**config.mk**
```make
export PLATFORM = sky130hd
export DESIGN_NAME = instr_buffer
export DESIGN_NICKNAME = d
export VERILOG_FILES = /design/src/rtl/instr_buffer.sv
export SDC_FILE = /design/constraint.sdc
export NUM_CORES = 1
export LEC_CHECK = 0
export BUFFER_PORTS_ARGS = -buffer_cell sky130_fd_sc_hd__buf_2
export CORE_UTILIZATION = 63
export DETAILED_ROUTE_END_ITERATION = 8
export GPL_ROUTABILITY_DRIVEN = 0
export PLACE_DENSITY = 0.86
export SYNTH_ARGS = -nofsm -noshare
export SYNTH_HDL_FRONTEND = slang
export SYNTH_SLANG_ARGS = --single-unit
```
**constraint.sdc**
```tcl
create_clock -name clk -period 15.15 [get_ports clk]
set_input_delay 3.03 -clock clk [delete_from_list [all_inputs] [get_ports clk]]
set_output_delay 3.03 -clock clk [all_outputs]
set_load 0.05 [all_outputs]
```
**src/rtl/instr_buffer.sv**
```systemverilog
// instr_buffer: per-warp instruction FIFO between fetch and decode, with flush and terminal halt on EXIT
module instr_buffer #(
    parameter int INSTR_WIDTH = 32,
    parameter int PC_WIDTH    = 32,
    parameter int DEPTH       = 4,
    parameter int OP_WIDTH    = 6,
    parameter int FUNC_WIDTH  = 6
) (
    input  logic                     clk,
    input  logic                     rst,
    input  logic                     in_valid,
    output logic                     in_ready,
    input  logic [INSTR_WIDTH-1:0]   in_instr,
    input  logic [PC_WIDTH-1:0]      in_pc,
    input  logic                     flush,
    output logic                     out_valid,
    input  logic                     out_ready,
    output logic [OP_WIDTH-1:0]      out_op,
    output logic [FUNC_WIDTH-1:0]    out_func,
    output logic [INSTR_WIDTH-1:0]   out_instr,
    output logic [PC_WIDTH-1:0]      out_pc,
    output logic [$clog2(DEPTH):0]   count,
    output logic                     halted
);
    localparam int AW = $clog2(DEPTH);
    localparam int CW = AW + 1;

    typedef enum logic {RUN, HALT} state_t;

    state_t                 r_state, w_next;
    logic [INSTR_WIDTH-1:0] r_mem_instr [DEPTH];
    logic [PC_WIDTH-1:0]    r_mem_pc    [DEPTH];
    logic [AW-1:0]          r_wptr, r_rptr;
    logic [CW-1:0]          r_count;
    logic                   w_push, w_pop, w_exit, w_clear;

    assign out_instr = r_mem_instr[r_rptr];
    assign out_pc    = r_mem_pc[r_rptr];
    assign out_op    = out_instr[INSTR_WIDTH-1 -: OP_WIDTH];
    assign out_func  = out_instr[FUNC_WIDTH-1:0];
    assign count     = r_count;

    assign w_push  = in_valid && in_ready;
    assign w_pop   = out_valid && out_ready;
    assign w_exit  = w_pop && (out_op == {OP_WIDTH{1'b1}});
    // EXIT and flush both empty the buffer and drop any same-cycle push
    assign w_clear = w_exit || (flush && r_state == RUN);

    always_ff @(posedge clk) begin
        if (rst) r_state <= RUN;
        else     r_state <= w_next;
    end

    always_comb begin
        w_next = r_state;
        if (r_state == RUN && w_exit) w_next = HALT;
    end

    always_comb begin
        in_ready  = (r_state == RUN) && (r_count != CW'(DEPTH));
        out_valid = (r_state == RUN) && (r_count != '0);
        halted    = (r_state == HALT);
    end

    always_ff @(posedge clk) begin
        if (rst) begin
            r_wptr  <= '0;
            r_rptr  <= '0;
            r_count <= '0;
            for (int i = 0; i < DEPTH; i++) begin
                r_mem_instr[i] <= '0;
                r_mem_pc[i]    <= '0;
            end
        end else if (w_clear) begin
            r_wptr  <= '0;
            r_rptr  <= '0;
            r_count <= '0;
        end else begin
            if (w_push) begin
                r_mem_instr[r_wptr] <= in_instr;
                r_mem_pc[r_wptr]    <= in_pc;
                r_wptr              <= r_wptr + AW'(1);
            end
            if (w_pop) r_rptr <= r_rptr + AW'(1);
            r_count <= r_count + CW'(w_push) - CW'(w_pop);
        end
    end
endmodule

```
==> results list <==
- The run finished with clean final reports.
- After detailed routing, the average wire length per cell comes to 20.7 um.
* Part of the total power dissipated in the clock network: 38.1%
* Slowest cell on the critical path: buf_4
* Reg power frac: 50.1%
- Die X-Extent: 142 um
* Number of antenna violations at the first check in global routing: 0
- In this run the number of H-tree levels came out at 1.
- On the final layout, the worst hold slack is 0.563 ns.
- First-pass iteration count of the detailed router: 5
* Category of the worst setup path capture point: output pin
- After layout, the minimum clock period comes to 5.91 ns.
- Summed over its instances, the top area cell type makes up 62.5% of the synthesized netlist area.
* VDD IR-drop max: 0.105 mV
- Final setup violation count: 0
- Post-synth EDFFs: 256
- Via density per instance: 5.89
- For this design the top-level I/O count stands at 151.
* Dominant cell by count in the synthesized netlist: edfxtp_1
- Largest area contributor in the synthesized netlist: edfxtp_1
- Antenna cell count: 0
- The detailed router placed 6866 vias in this run.
- Of all flip-flops after synthesis, the portion carrying an async set or reset was 0%.
- The floorplan step set the die height to 142 um.
* Critical path data arrival time: 2.88 ns
- WP data required: 12.12 ns
* Total routed wirelength: 24.1 mm
- In this run the power density over the cells is 122 nW/um^2.
* All-layer global routing usage: 25.0%
- Total core area: 19000 sq um
- Leading register cell type out of synthesis: edfxtp_1
- For this run, the number of Yosys warnings is 0.
* Sum of buffers and inverters on the critical path: 2
- In this run, post-CTS repair resized a total of 0 instances.
* Count of clock tree sinks: 266
- Largest stage delay on the critical path: 0.81 ns
- Summed over all nets, the half-perimeter wirelength after detailed placement is 12.8 mm.
* Setup repair after global routing missed its margin: no
* Pin count of the biggest net entering global routing: 198
- Number of hold buffers added after cts: 0
- Max-cap violations in this run came to 0.
* Critical path cell sequence: buf_4 > mux4_2 > buf_2
- Clock latency of the later-clocked register in the worst-skew pair: 0.53 ns
* Count of standard-cell rows: 50
- The worst setup path is launched from a flip-flop.
- In the synthesized netlist, the cells that appear most often are edfxtp_1, nor3_2, inv_1.
- Compared with the post-synthesis result, the final layout area differs by 13.0%.
- Share of layout cells above drive strength 1: 46.1%
- Timing would allow up to 169 MHz.
- GR Overflow Total: 0
* Number of buffers inserted by post-CTS setup repair: 0
- The count of cells in the finished layout, fillers not included, comes to 1166.
* CTS root buffer: clkbuf_16
* Transition at the pin with the smallest max-transition slack: 1.17 ns
- Synthesized area divided by synthesized cell count: 15.8 sq um
* Number of global-route vias before repair: 7100
- Overall die area: 20100 sq um
* Wire length of the first global-routing pass: 38.0 mm
- Buffers inserted during clock tree synthesis total 27.
- Of the available clock period, the critical path in the final layout requires 39.0%.
- Synthesis handed over a netlist of 777 instances.
- Distinct cells, synth: 34
- Clock transition at path regs: 0.06 ns
- In this run the worst hold path is classified as reg -> reg.
- Total nets after synthesis: 849
* Maximum count of clock buffers along a single path: 3
- Net switching is 25.0% of the power.
* Cell class contributing the biggest share of worst-path delay: buffers and inverters
- On the final layout, the worst clock skew is 0.0165 ns.
- For this design the static power due to leakage is 4.97 nW.
- Flip-flop and latch count after synthesis: 266
* Initial core utilization: 64.9%
- TritonCTS built the clock tree.
- The analysis attributes to net switching a power of 425 uW.
* Fin Setup TNS: 0 ns
- Internal power: 1.28 mW
* Total design power: 1.70 mW
- The total count of hold-check failures in the final report came to 0.
- Synthesized area: 12300 sq um
- Area contributors post-synth: edfxtp_1, nor3_2, mux4_2
* Max-slew headroom at the worst pin: 21.9%
- After detailed routing, the number of remaining DRC violations is 0.
* DP Cell Count: 1118
* Final Slew Violations: 0
- Count of port buffers added during placement: 150
- Largest fanout of any net on the critical path: 47
- The critical path in this run is classified as reg -> out.
- Drt first-iter violations: 462
- Final nets: 959
- Once detail routing completed, the nets flagged for antenna violations numbered 0.
* R2R setup slack: 10.44 ns
- Part of the total power dissipated in combinational logic: 11.7%
- Sequential share of the synthesized area: 64.1%
power groups by stage:
stage,clock network [mW],registers (mW),logic (mW)
final,0.649,0.853,0.200
after global routing,0.679,0.855,0.211
after CTS,0.653,0.853,0.201
after detailed placement,0,0.868,0.200
after global placement,0,0.866,0.198
after floorplan,0,0.868,0.156
layout by cell type (no fill, tap or decap), drive strengths merged:
cell type | synthesis | layout
a211o | 1 | 1
a21boi | 1 | 1
a21oi | 1 | 1
a311o | 1 | 1
a31oi | 1 | 1
and2 | 4 | 4
and3 | 2 | 2
and4 | 1 | 1
buf | 44 | 160
bufinv | 0 | 2
clkbuf | 35 | 36
clkinv | 0 | 10
dfxtp | 10 | 10
edfxtp | 256 | 256
fa | 1 | 1
ha | 2 | 2
inv | 71 | 71
mux4 | 64 | 64
nand2 | 2 | 2
nand2b | 1 | 1
nand4 | 1 | 1
nor2 | 65 | 65
nor2b | 1 | 1
nor3 | 197 | 197
o21a | 1 | 1
o21ai | 4 | 4
o41ai | 1 | 1
or2 | 2 | 2
or3 | 2 | 2
xnor2 | 4 | 4
xor2 | 1 | 1
layout make-up:
type / instances / area [sq um]
repair buffers: 160 / 838
fillers: 1182 / 5040
clock buffers: 36 / 761
well taps: 260 / 325
flip-flops and latches: 266 / 7900
multi-input cells: 361 / 3720
clock inverters: 12 / 103
inverters: 71 / 267
metrics by stage:
step	setup WS (ns)	cell area [sq um]	util [%]
3_5_place_dp	9.13	13000	68.8
6_report	9.24	13900	73.4
4_1_cts	9.14	13900	73.4
2_1_floorplan	4.30	12300	-
3_3_place_gp	9.17	13000	68.8
5_1_grt	9.02	13900	73.4
sequential cells by signal, summed over array words and instances (netlist names), named ones only:
signal       flops
count            3
halted           1
r_mem_instr    128
r_mem_pc       128
r_rptr           2
r_wptr           2
logic make-up (layout without fill, tap and decap cells):
family	after synthesis	in the layout	share of synthesized area, %
AOI/OAI and AO/OA	11	11	0.600
xor gates and xnor gates	5	5	0.356
adders and majority gates	3	3	0.366
buffers and inverters	150	279	6.14
DFF	266	266	64.1
muxes	64	64	11.7
and+or+nand+nor	278	278	16.7
tightest hold or removal path: stages, from the launching register on:
cell	delay, ns
dfxtp_1	0.31
xor2_1	0.14
nor3_1	0.06
per-layer routing:
layer	track usage [%]	vias up	part of all wire, %
li1	-	3112	-
met1	34.0	3484	41
met2	43.3	232	52
met3	2.73	38	4.8
met4	6.79	0	2.5
met5	0	-	0
path summary, 6_finish.rpt:
| path | startpoint | end | depth (start not counted) |
|---|---|---|---|
| min reg2reg | r_rptr[1] | flip-flop | 2 |
| max reg2reg | flip-flop | r_mem_pc[0][23] | 8 |
| min | r_rptr[1] | flip-flop | 2 |
| max | flip-flop | out_op[5] | 3 |
No activity file was read; power rests on OpenSTA's default activity.
